## src/rtl/proc_io_ctrl.sv

```systemverilog
// Run sequencer and I/O scheduler for the SSF-GDP core.
// Buffers ADC samples, sequences core reset, feeds requests, forwards results.
module proc_io_ctrl #(
    parameter int DW_IN      = 12,
    parameter int DW_OUT     = 21,
    parameter int FIFO_DEPTH = 16,
    parameter int RST_CYC    = 5
) (
    input  logic              clk,
    input  logic              rst,
    input  logic              start,
    input  logic              abort,
    input  logic [15:0]       n_samples,
    input  logic [15:0]       n_outputs,
    input  logic [DW_IN-1:0]  s_data,
    input  logic              s_valid,
    output logic              s_ready,
    output logic [DW_IN-1:0]  proc_in,
    output logic              proc_rst,
    input  logic [3:0]        proc_req,
    input  logic [DW_OUT-1:0] proc_out,
    input  logic [3:0]        proc_oen,
    output logic [DW_OUT-1:0] m_data,
    output logic              m_valid,
    input  logic              m_ready,
    output logic              busy,
    output logic              done,
    output logic              err_underrun,
    output logic              err_overflow
);

    localparam int AW = $clog2(FIFO_DEPTH);
    localparam int CW = (RST_CYC > 1) ? $clog2(RST_CYC) : 1;
    localparam logic [AW:0]   FULL_CNT = (AW+1)'(FIFO_DEPTH);
    localparam logic [CW-1:0] RST_LAST = CW'(RST_CYC - 1);

    typedef enum logic [2:0] {
        S_IDLE, S_PRELOAD, S_RESET, S_RUN, S_DRAIN, S_DONE
    } state_t;

    state_t state_q, state_d;

    logic [DW_IN-1:0] mem [FIFO_DEPTH];
    logic [AW-1:0]    wr_ptr, rd_ptr;
    logic [AW:0]      count;
    logic             empty, push, pop;

    logic [CW-1:0] rst_cnt;
    logic [15:0]   n_s, n_o, in_cnt, out_cnt;
    logic          accept, under, all_done;
    logic          cap_en, cap, ovf, run_ph;

    assign empty   = (count == '0);
    assign s_ready = (count != FULL_CNT);
    assign push    = s_valid && s_ready && !abort;

    assign run_ph   = (state_q == S_RUN) || (state_q == S_DRAIN);
    assign proc_rst = !run_ph;
    assign busy     = (state_q != S_IDLE) && (state_q != S_DONE);
    assign done     = (state_q == S_DONE);

    assign all_done = (in_cnt == n_s) && (out_cnt == n_o) && !m_valid;

    // A word arriving while the sink stalls a held word is lost.
    assign cap_en = run_ph && (proc_oen == 4'd1) && (out_cnt < n_o) && !abort;
    assign cap    = cap_en && (!m_valid || m_ready);
    assign ovf    = cap_en && !cap;

    always_comb begin
        state_d = state_q;
        pop     = 1'b0;
        under   = 1'b0;
        accept  = 1'b0;
        unique case (state_q)
            S_IDLE: begin
                if (start && n_samples != '0) begin
                    accept  = 1'b1;
                    state_d = S_PRELOAD;
                end
            end
            S_PRELOAD: begin
                if (!empty) begin
                    pop     = 1'b1;
                    state_d = S_RESET;
                end
            end
            S_RESET: begin
                if (rst_cnt == RST_LAST) state_d = S_RUN;
            end
            S_RUN: begin
                if (all_done) begin
                    state_d = S_DONE;
                end else if (in_cnt == n_s) begin
                    state_d = S_DRAIN;
                end else if (proc_req == 4'd1) begin
                    if (empty) under = 1'b1;
                    else       pop   = 1'b1;
                end
            end
            S_DRAIN: begin
                if (all_done) state_d = S_DONE;
            end
            S_DONE:  state_d = S_IDLE;
            default: state_d = S_IDLE;
        endcase
        if (abort) begin
            state_d = S_IDLE;
            pop     = 1'b0;
            under   = 1'b0;
            accept  = 1'b0;
        end
    end

    always_ff @(posedge clk) begin
        if (push) mem[wr_ptr] <= s_data;
    end

    always_ff @(posedge clk or negedge rst) begin
        if (!rst) begin
            wr_ptr <= '0;
            rd_ptr <= '0;
            count  <= '0;
        end else if (abort) begin
            wr_ptr <= '0;
            rd_ptr <= '0;
            count  <= '0;
        end else begin
            if (push) wr_ptr <= wr_ptr + 1'b1;
            if (pop)  rd_ptr <= rd_ptr + 1'b1;
            if (push && !pop)      count <= count + 1'b1;
            else if (pop && !push) count <= count - 1'b1;
        end
    end

    always_ff @(posedge clk or negedge rst) begin
        if (!rst) begin
            state_q      <= S_IDLE;
            rst_cnt      <= '0;
            n_s          <= '0;
            n_o          <= '0;
            in_cnt       <= '0;
            out_cnt      <= '0;
            proc_in      <= '0;
            m_data       <= '0;
            m_valid      <= 1'b0;
            err_underrun <= 1'b0;
            err_overflow <= 1'b0;
        end else begin
            state_q <= state_d;
            rst_cnt <= (state_q == S_RESET) ? rst_cnt + 1'b1 : '0;
            if (accept) begin
                n_s          <= n_samples;
                n_o          <= n_outputs;
                in_cnt       <= '0;
                out_cnt      <= '0;
                err_underrun <= 1'b0;
                err_overflow <= 1'b0;
            end
            if (pop) begin
                proc_in <= mem[rd_ptr];
                in_cnt  <= in_cnt + 16'd1;
            end
            if (under) err_underrun <= 1'b1;
            if (ovf)   err_overflow <= 1'b1;
            if (abort) begin
                m_valid <= 1'b0;
            end else if (cap) begin
                m_valid <= 1'b1;
                m_data  <= proc_out;
                out_cnt <= out_cnt + 16'd1;
            end else if (m_ready) begin
                m_valid <= 1'b0;
            end
        end
    end

endmodule

```

## config.mk

```make
export PLATFORM = sky130hd
export DESIGN_NAME = proc_io_ctrl
export DESIGN_NICKNAME = d
export VERILOG_FILES = /design/src/rtl/proc_io_ctrl.sv
export SDC_FILE = /design/constraint.sdc
export NUM_CORES = 1
export LEC_CHECK = 0
export CAP_MARGIN = 20
export CORE_ASPECT_RATIO = 1.2
export CORE_MARGIN = 3
export CORE_UTILIZATION = 40
export CTS_CLUSTER_DIAMETER = 30
export DETAILED_ROUTE_END_ITERATION = 12
export PLACE_DENSITY_LB_ADDON = 0.2
export SYNTH_ARGS = -nofsm -noshare
export SYNTH_HDL_FRONTEND = slang
export SYNTH_SLANG_ARGS = --single-unit
```

## constraint.sdc

```tcl
create_clock -name clk -period 10.7 [get_ports clk]
set_clock_uncertainty 0.15 [all_clocks]
set_input_delay 2.14 -clock clk [delete_from_list [all_inputs] [get_ports clk]]
set_output_delay 2.14 -clock clk [all_outputs]
set_load 0.01 [all_outputs]
```

# Yosys cells after proc, flatten, opt, wreduce, memory -nomap -nowiden
# Memory sizes are Yosys's and may differ from the RTL's. A register that Yosys moved wholly into a read port is not among the register bits.
# Index checks and enable logic that the tools add are counted.
# Widths: inputs -> output; s select.
[word_totals] regBits=107 mem_count=1 ram_bits=192 input_bits=79
[op_classes] n_bitwise=1 n_addsub=7 n_mux=44 n_lt_le_gt_ge=1 n_reduce_logical=35 eq_ne=17
[mem_list] memory="mem" words=16 word_bits=12 rd=1 rd_clocked_by_memory_dff=1 wr=1 line="43" rtl="logic [DW_IN-1:0] mem [FIFO_DEPTH];"
[op_table] operator="$mux 16" count=5
[op_table] operator="$add 16x1->16 const B" count=2
[op_table] operator="$eq 16x16->1" count=2
[op_table] operator="$mux 3" count=8
[op_table] operator="$mux 1" count=22
[op_table] operator="$lt 16x16->1" count=1
[op_table] operator="$mux 4" count=4
[op_table] operator="$reduce_bool 16->1" count=1
[op_table] operator="$mux 5" count=3
[op_table] operator="$ne 3x3->1 const B" count=5
[op_table] operator="$pmux 3 s5" count=1
[op_table] operator="$logic_and 1x1->1" count=13
[op_table] operator="$reduce_bool 2->1" count=5
[op_table] operator="$eq 3x3->1 const B" count=3
[op_table] operator="$reduce_bool 3->1" count=3
[op_table] operator="$add 4x1->4 const B" count=2
[op_table] operator="$eq 4x1->1 const B" count=2
[op_table] operator="$logic_not 1->1" count=7
[op_table] operator="$eq 3x2->1 const B" count=2
[op_table] operator="$add 5x1->5 const B" count=1
[op_table] operator="$logic_not 5->1" count=1
[op_table] operator="$ne 5x5->1 const B" count=1
[op_table] operator="$reduce_and 5->1" count=1
[op_table] operator="$sub 5x1->5 const B" count=1
[op_table] operator="other kinds (8)" count=9

# Longest topological paths before layout
# Gate-level depths: netlist of run 1.
[logic_depth] ltp_word=11 ltp_mapped=13 depth_no_buf=12

# Worst setup path after synthesis of run 1
# No wires, ideal clock.
[synth_timing] kind="input -> register" start="input s_valid" end="register count[4]" required_time_ns=10.415 path_stages=11 setup_time_ns=0.135 arrival_ns=4.735 setup_slack_ns=5.680 path_cell_list="a21boi_0 clkbuf_1 nor2b_1 o21ai_0 fa_1 a21o_1 a21o_1 nor4_1 a21o_1 o21ai_0 nor3b_1"
[synth_between] elab_chain_len=5
[synth_lines] element="start, declared" line="16" rtl="input logic s_valid,"
[synth_lines] element="$logic_and 1x1->1 * (2 in series)" line="55" rtl="assign push = s_valid && s_ready && !abort;"
[synth_lines] element="$logic_and 1x1->1 / $logic_not 1->1 (equally long branches)" line="130, 131"
[synth_lines] element="$mux 5 / $logic_and 1x1->1 (equally long branches)" line="130, 131"
[synth_lines] element="$mux 5 / $reduce_bool 3->1 (equally long branches)"
[synth_lines] element="end signal, assigned" line="130" rtl="if (push && !pop) count <= count + 1'b1;"
[synth_lines] element="end signal, assigned" line="131" rtl="else if (pop && !push) count <= count - 1'b1;"
[synth_lines] element="end, declared" line="45" rtl="logic [AW:0] count;"
# Every way passes the cells marked *; elsewhere a longest branch is shown, timed or not.
# A chain may end at the register's enable or synchronous reset.

# Worst setup path in the final report of run 1
[layout_timing] start="input proc_req[1]" end="register count[4]"
[layout_between] elab_chain_len=10
[layout_lines] element="start, declared" line="20" rtl="input logic [3:0] proc_req,"
[layout_lines] element="$eq 4x1->1 *" line="95" rtl="end else if (proc_req == 4'd1) begin"
[layout_lines] element="$mux 1 *" line="95"
[layout_lines] element="$mux 1 *" line="93" rtl="end else if (in_cnt == n_s) begin"
[layout_lines] element="$mux 1 *" line="91" rtl="if (all_done) begin"
[layout_lines] element="$pmux 1 s2 *" line="74" rtl="unique case (state_q)"
[layout_lines] element="$mux 1 *" line="106" rtl="if (abort) begin"
[layout_lines] element="$logic_not 1->1" line="130"
[layout_lines] element="$logic_and 1x1->1" line="130"
[layout_lines] element="$mux 5" line="130"
[layout_lines] element="$mux 5" line="123" rtl="end else if (abort) begin"
# Marked as above.

==> flow_metrics.tcl, run 1 <==
set metrics [dict create \
    status "finished, final reports clean" \
    period_needed_ps 5090 \
    vias 8017 \
    cts_tree "built" \
    power_per_cell_area_nw_per_um2 243 \
    holdPathEnd "rst_cnt[0]" \
    firstDrtPassIters 5 \
    setup_tns_ps 0 \
    post_cts_resize_count 0 \
    hold_path.class "reg2reg" \
    syn_inst 900 \
    drive_gt1_share_pct 20.5 \
    clk_pin_slew_ps 50 \
    criticalPathCategory "in2reg" \
    worstSetupStartpoint "proc_req[1]" \
    grt_max_degree 67 \
    die_h_um 207 \
    syn-num-nets 1009 \
    drt-total-wl_um 29800 \
    coreArea_um2 33200 \
    cts_setup_buffers 0 \
    numCtsBuffers 59 \
    grt_usage_pct 16.9 \
    path_common_cell "a21o_1" \
    drtIter0Drc 443 \
    r2r-start "in_cnt[3]" \
    n_antenna_cell 0 \
    nFillCells 2782 \
    yosys_warnings 0 \
    drv_slew 0 \
    async_flop_share_pct 38.3 \
    gp_congestion 0.789 \
    critPathRequiredTime_ps 10980 \
    critPathTopFamily "compound AO/OA/AOI/OAI gates" \
    syn-mean-instance-area_um2 15.0 \
    die_w_um 174 \
    synth-seq-cells 311 \
    rsz0062_at_grt "no" \
    leakage_nw 6.55 \
    row_count 73 \
    tightest_slew_ps 927 \
    vias_per_cell 5.19 \
    path_buf_inv 1 \
    cp_slowest_cell "o21ai_0" \
    start_util_pct 40.6 \
    cts_sinks 311 \
    overflow 0 \
    area_growth_pct 27.8 \
    r2r_slack_ps 6520 \
    dpl.hpwl_um 17600 \
    worstSetupEndpointType "flip-flop" \
    cts_root_buffer "clkbuf_16" \
    synth_area_um2 13500 \
    ys_types 59 \
    ys_seq_area_share_pct 64.9 \
    nets 1154 \
    clock_latency_ps 570 \
    post-route-util_pct 51.9 \
    crit_chain "clkdlybuf4s50_1 -> nor4b_1 -> and2_1 -> a21oi_1 -> o21ai_0 -> ha_1 -> a21o_1 -> a21o_1 -> nor4_1 -> a21o_1 -> o21ai_0 -> nor3b_1" \
    synth_edf_count 192 \
    worstHoldStart "rst_cnt[0]" \
    r2r_end "count[4]" \
    critPathMaxFanout 5 \
    min_path_cells 1 \
    power_mw 4.18 \
    cp_data_arrival_time_ps 5370 \
    startpoint_type "input pin" \
    max-slew-margin-rel_pct 38.2 \
    cts_max_level 2 \
    antenna_left 0 \
    period_share_pct 47.6 \
    fmax_mhz 197 \
    finalSetupViolations 0 \
    clock_path_buffers 3 \
    grt_pass1_wl_um 48100 \
    drv_cap 0 \
    antenna_found_initial 1 \
    die-area_um2 35900 \
    r2r_cells 12 \
    avgRoutedWirePerCell_um 19.3 \
    io_pins 119 \
    synth_ff_type "edfxtp_1" \
    grt_pass1_vias 8560 \
    timing_hold_violations_final 0 \
    slowest_delay_ps 590 \
    portBuffers 118 \
    postCtsHoldBufs 0 \
    drc 0 \
    ir_drop_uv 145 \
]
==> kinds of logic after synthesis <==
logic type | synth area share, %
and+or+nand+nor | 9.51
DFF | 64.9
AOI/OAI and AO/OA | 4.97
xor gates and xnor gates | 1.69
adders and majority gates | 2.84
muxes | 13.9
buffers and inverters | 2.25
==> through the flow <==
step	setup WS [ps]	hold slack, ps	std cells	instance area (um^2)
floorplan	5680	288	900	13500
global placement	5130	313	1432	15100
detailed placement	5030	309	1432	15100
CTS	5610	315	1543	17200
global route	5290	345	1545	17200
finish	5610	312	1545	17200
==> Yosys cell counts (15+ instances only) <==
cell      number  area, um^2
nand2_1      100         375
dfrtp_1      119        2980
clkbuf_1      32         120
edfxtp_1     192        5770
mux2_2        37         417
and2_1        16         100
ha_1          29         363
inv_1         30         113
xor2_1        20         175
a21oi_1       15        75.1
nor2_1        26        97.6
o21ai_0       32         160
nand3_1       20         100
mux4_2        60        1350
nor3_1        17        85.1
==> report_power, final <==
part	total, mW	internal [mW]	switching [mW]
clock network	1.89	1.25	0.638
registers	1.51	1.41	0.104
logic	0.775	0.410	0.366
total	4.18	3.07	1.11
==> layout make-up <==
class,count,area [um^2],area share [%]
Clock inverter,43,507,2.94
Inverter,30,113,0.654
Multi-Input combinational cell,515,4450,25.8
Timing Repair Buffer,128,1280,7.44
Tap cell,450,563,3.27
Clock buffer,68,1560,9.08
Sequential cell,311,8750,50.8
==> how the worst max path moves through the flow <==
stage,end,slack [ps],depth (start not counted)
final,count[4],5610,12
after floorplan,count[4],5680,11
after CTS,count[4],5610,12
after global routing,count[4],5290,12
after detailed placement,count[4],5030,12
after global placement,count[4],5130,12
==> sequential cells by signal, summed over array words and instances (netlist names) <==
name	cells
in_cnt	16
out_cnt	16
count	5
proc_in	12
m_valid	1
wr_ptr	4
err_overflow	1
n_s	16
n_o	16
rd_ptr	4
state_q	3
err_underrun	1
mem	192
rst_cnt	3
m_data	21
==> worst register-to-register path: cells and delay by family, from the launching register on <==
family                     cells  cell delay (ps)
DFF                            1              450
adders and majority gates      1              520
xor gates and xnor gates       1              170
and+or+nand+nor                4             1260
AOI/OAI and AO/OA              6             1510
==> placed cells by master, fill, tap and decap left out, types with 16 or more instances in the layout <==
cell type	Yosys	final
edfxtp_1	192	192
dfrtp_1	119	117
clkdlybuf4s50_1	0	117
nand2_1	100	100
clkbuf_16	0	61
mux4_2	60	60
mux2_2	37	37
o21ai_0	32	32
inv_1	30	30
ha_1	29	29
nor2_1	26	26
nand3_1	20	20
xor2_1	20	20
and2_1	16	16
nor3_1	17	16
==> routing by layer <==
| layer | global-route usage, % | vias to the layer above | wire, um |
|---|---|---|---|
| met5 | 0 | - | 13 |
| met4 | 5.62 | 2 | 739 |
| met3 | 4.47 | 64 | 1670 |
| met2 | 29.0 | 218 | 15000 |
| met1 | 20.7 | 4000 | 12400 |
| li1 | - | 3733 | - |
Note: power is estimated with default switching activity, not from simulation.
==> inputs of run 2 (changes only) <==
Clock period 10.7 ns to 4.4 ns, I/O delays scaled along.
==> run 2 against run 1 <==
Against the previous run:
- register-to-register slack worse by 5700 ps
- clock power is 140% higher
- die area stayed put
- total power is 140% higher
- critical path depth stayed put
- count of clock-buffer cells in the layout is 1 higher
- sequential share of layout area is 0.24 points lower
- non-clock buffer count is 10 higher
- cell count is 0.52% higher
- routed wire length is 0.39% lower
==> flow_metrics.tcl, run 2 (same netlist as run 1, synthesis figures left out) <==
set metrics [dict create \
    grt_pass1_vias 8558 \
    drv_slew 0 \
    vias 8003 \
    die_h_um 207 \
    start_util_pct 40.6 \
    finalSetupViolations 0 \
    portBuffers 118 \
    worstSetupEndpointType "flip-flop" \
    max-slew-margin-rel_pct 41.4 \
    antenna_found_initial 1 \
    dpl.hpwl_um 18600 \
    clk_pin_slew_ps 50 \
    post_cts_resize_count 0 \
    startpoint_type "flip-flop" \
    criticalPathCategory "reg2reg" \
    postCtsHoldBufs 0 \
    tightest_slew_ps 880 \
    post-route-worst-setup-slack_ps 844 \
    die_w_um 174 \
    period_share_pct 80.8 \
    cts_sinks 311 \
    die-area_um2 35900 \
    layout_commonest_cell "edfxtp_1" \
    setup_tns_ps 0 \
    cts_root_buffer "clkbuf_16" \
    gp_congestion 0.746 \
    path_common_cell "a21o_1" \
    cp_slowest_cell "dfrtp_1" \
    leakage_nw 6.59 \
    clock_path_buffers 3 \
    fmax_mhz 281 \
    postLayoutCellArea_um2 17300 \
    worst_hold_slack_ps 223 \
    coreArea_um2 33200 \
    cts_tree "built" \
    overflow 0 \
    top_regs "mem (192), m_data (21)" \
    largest_reg_flops 192 \
    row_count 73 \
    area_growth_pct 28.4 \
    drt-total-wl_um 29700 \
    ir_drop_uv 477 \
    place_area_um2 15200 \
    timing_hold_violations_final 0 \
    drtIter0Drc 421 \
    preCtsSetupSlack_ps 338 \
    cts_max_level 2 \
    drive_gt1_share_pct 20.8 \
    drc 0 \
    largest-register "mem" \
    grt_max_degree 72 \
    hold_path.class "in2async" \
    rsz0062_at_grt "no" \
    layout_common_cells "edfxtp_1 (192), dfrtp_1 (117), clkdlybuf4s50_1 (117), nand2_1 (100), mux4_2 (60)" \
    cts_setup_buffers 0 \
    antenna_left 0 \
    power_per_cell_area_nw_per_um2 588 \
    n_antenna_cell 0 \
    grt_pass1_wl_um 47800 \
    numCtsBuffers 58 \
    firstDrtPassIters 4 \
    crit_chain "xor2_1 -> nor4_1 -> nand4_1 -> a21oi_1 -> o21ai_0 -> fa_1 -> a21o_1 -> a21o_1 -> nor4_1 -> a21o_1 -> o21ai_0 -> nor3b_1" \
    io_pins 119 \
    nets 1163 \
    clock_latency_ps 580 \
    period_needed_ps 3560 \
    avgRoutedWirePerCell_um 19.1 \
    critPathMaxFanout 6 \
    grt_usage_pct 16.8 \
    slowest_delay_ps 450 \
    drv_cap 0 \
    cp_data_arrival_time_ps 3840 \
    status "finished, final reports clean" \
    power_mw 10.2 \
    vias_per_cell 5.15 \
    critPathRequiredTime_ps 4680 \
]
## run 2: critical path: cells and delay by family (launching register included)
kind                       cells  cell delay (ps)
AOI/OAI and AO/OA              6             1220
DFF                            1              450
and+or+nand+nor                4              970
xor gates and xnor gates       1              170
adders and majority gates      1              450
## run 2: path summary, 6_finish.rpt
| check | startpoint | end | slack (ps) | depth (start not counted) |
|---|---|---|---|---|
| max | in_cnt[3] | count[4] | 840 | 12 |
| min | rst | n_o[7] | 220 | 1 |
| max reg2reg | in_cnt[3] | count[4] | 840 | 12 |
| min reg2reg | rst_cnt[0] | rst_cnt[0] | 330 | 1 |
| max in group asynchronous | rst | proc_in[11] | 3030 | 2 |
| min in group clk | rst_cnt[0] | rst_cnt[0] | 330 | 1 |
## run 2: power breakdown
part           leakage [nW]  internal, mW  switching [mW]
clock network         0.990          3.06            1.54
registers              3.30          3.42           0.269
logic                  2.30          1.01           0.864
## run 2: layout make-up
class | count | area (um^2)
clock inverters | 40 | 527
flip-flops and latches | 311 | 8750
well taps | 450 | 563
repair buffers | 138 | 1360
clock buffers | 69 | 1540
multi-input cells | 515 | 4450
fillers | 2741 | 15900
inverters | 30 | 113
## run 2: per-layer routing
metal  global-route usage (%)  up-vias  part of all wire (%)
li1                         -     3737                     -
met1                     21.1     3983                    42
met2                     29.2      216                    50
met3                     3.47       65                   5.2
met4                     5.34        2                   2.8
met5                        0        -                 0.037
## run 2: through the flow
step | util (%) | cells
after floorplan | - | 900
after global placement | 45.9 | 1443
after detailed placement | 45.9 | 1443
after CTS | 52.1 | 1552
after global routing | 52.2 | 1553
final | 52.2 | 1553
==> inputs of run 3 (changes only) <==
Clock period 4.4 ns to 3.4 ns, I/O delays scaled along.
==> run 3 against run 2 <==
Against the previous run:
- flip-flop and latch count did not move
- total power rose by 32%
- first-iteration DRC count grew 3.8%
- critical path type unchanged
- largest power group unchanged
- highest routed layer is now met4
==> flow_metrics.tcl, run 3 (same netlist as run 1, synthesis figures left out) <==
set metrics [dict create \
    status "finished, final reports clean" \
    drv_cap 0 \
    r2r-start "n_s[3]" \
    coreArea_um2 33200 \
    cts_max_level 2 \
    cts_setup_buffers 0 \
    criticalPathCategory "reg2reg" \
    die-area_um2 35900 \
    slowest_delay_ps 390 \
    r2r_cells 14 \
    io_pins 119 \
    die_w_um 174 \
    max-slew-margin-rel_pct 36.3 \
    path_common_cell "a21o_1" \
    critPathMaxFanout 5 \
    n_antenna_cell 0 \
    grt_usage_pct 16.4 \
    r2r_end "count[4]" \
    avgRoutedWirePerCell_um 18.0 \
    firstDrtPassIters 4 \
    dpl.hpwl_um 20100 \
    postLayoutCellArea_um2 17900 \
    overflow 0 \
    drc 0 \
    nFillCells 2810 \
    drv_slew 0 \
    clock_path_buffers 3 \
    cp_slowest_cell "dfrtp_1" \
    post-route-util_pct 53.9 \
    period_needed_ps 3160 \
    critPathRequiredTime_ps 3690 \
    cts_root_buffer "clkbuf_16" \
    row_count 73 \
    dp.cells 1503 \
    power_per_cell_area_nw_per_um2 752 \
    top_regs "mem (192), m_data (21)" \
    leakage_nw 6.92 \
    nets 1223 \
    largest-register "mem" \
    crit_chain "xor2_1 -> nor4_1 -> buf_4 -> nand4_1 -> buf_4 -> a21oi_4 -> o21ai_2 -> fa_2 -> a21o_1 -> a21o_1 -> nor4_1 -> a21o_1 -> o21ai_0 -> nor3b_2" \
    start_util_pct 40.6 \
    vias 8148 \
    fmax_mhz 316 \
    rsz0062_at_grt "no" \
    post_cts_resize_count 0 \
    worstSetupEndpointType "flip-flop" \
    numCtsBuffers 60 \
    cts_sinks 311 \
    drtIter0Drc 437 \
    timing_hold_violations_final 0 \
    hold_path.class "in2async" \
    clock_latency_ps 570 \
    period_share_pct 93.0 \
    cp_data_arrival_time_ps 3450 \
    clk_pin_slew_ps 50 \
    startpoint_type "flip-flop" \
    instances_no_fill 1616 \
    die_h_um 207 \
    grt_pass1_vias 8712 \
    largest_reg_flops 192 \
    cts_tree "built" \
    antenna_left 0 \
    layout_common_cells "edfxtp_1 (192), dfrtp_1 (117), clkdlybuf4s50_1 (117), nand2_1 (100), buf_4 (72)" \
    ir_drop_uv 462 \
    drt-total-wl_um 29000 \
    r2r_slack_ps 240 \
    worst_hold_slack_ps 34.2 \
    vias_per_cell 5.04 \
    finalSetupViolations 0 \
    tightest_slew_ps 956 \
    area_growth_pct 32.5 \
    layout_commonest_cell "edfxtp_1" \
    portBuffers 118 \
    antenna_found_initial 0 \
    gp_congestion 0.773 \
    drive_gt1_share_pct 25.6 \
    place_area_um2 15700 \
    postCtsHoldBufs 0 \
    setup_tns_ps 0 \
    grt_pass1_wl_um 47400 \
    grt_max_degree 55 \
]
[run 3: area by class of cell]
type                    instances  area (um^2)  share of cell area [%]
flip-flops and latches        311         8750                    49.0
multi-input cells             515         4470                    25.1
repair buffers                196         1840                    10.3
clock buffers                  66         1580                    8.82
well taps                     450          563                    3.15
clock inverters                48          541                    3.03
inverters                      30          113                   0.631
[run 3: worst max path at each step]
stage | start | end | depth (start not counted)
after detailed placement | proc_req[0] | count[4] | 14
final | n_s[3] | count[4] | 14
after CTS | n_s[13] | count[4] | 14
after global placement | proc_req[0] | count[4] | 14
after global routing | n_s[3] | count[4] | 14
after floorplan | s_valid | count[4] | 11
[run 3: through the flow]
| step | worst slack [ps] | total power, mW |
|---|---|---|
| finish | 240 | 13.4 |
| global route | 24.0 | 14.1 |
| CTS | 7.52 | 13.6 |
| detailed placement | -217 | 7.52 |
| global placement | -190 | 7.47 |
| floorplan | 18.0 | 6.40 |
[run 3: layer usage]
| metal | up-vias | GRT usage, % | wire [um] | part of all wire (%) |
|---|---|---|---|---|
| met5 | - | 0 | 0 | 0 |
| met4 | 0 | 4.92 | 568 | 2.0 |
| met3 | 47 | 3.52 | 1540 | 5.3 |
| met2 | 198 | 28.4 | 14600 | 50 |
| met1 | 4046 | 20.8 | 12300 | 42 |
| li1 | 3857 | - | - | - |
[run 3: power breakdown]
group          switching, mW  internal (mW)
Clock                   2.02           3.99
Sequential             0.306           4.43
Combinational           1.24           1.44
[run 3: critical path, delay by kind of cell (launching register included)]
family          cells  cell delay [ps]
flops               1              390
xor+xnor            1              160
buf+inv             2              350
simple gates        4              770
fa+ha+maj           1              360
compound gates      6              860
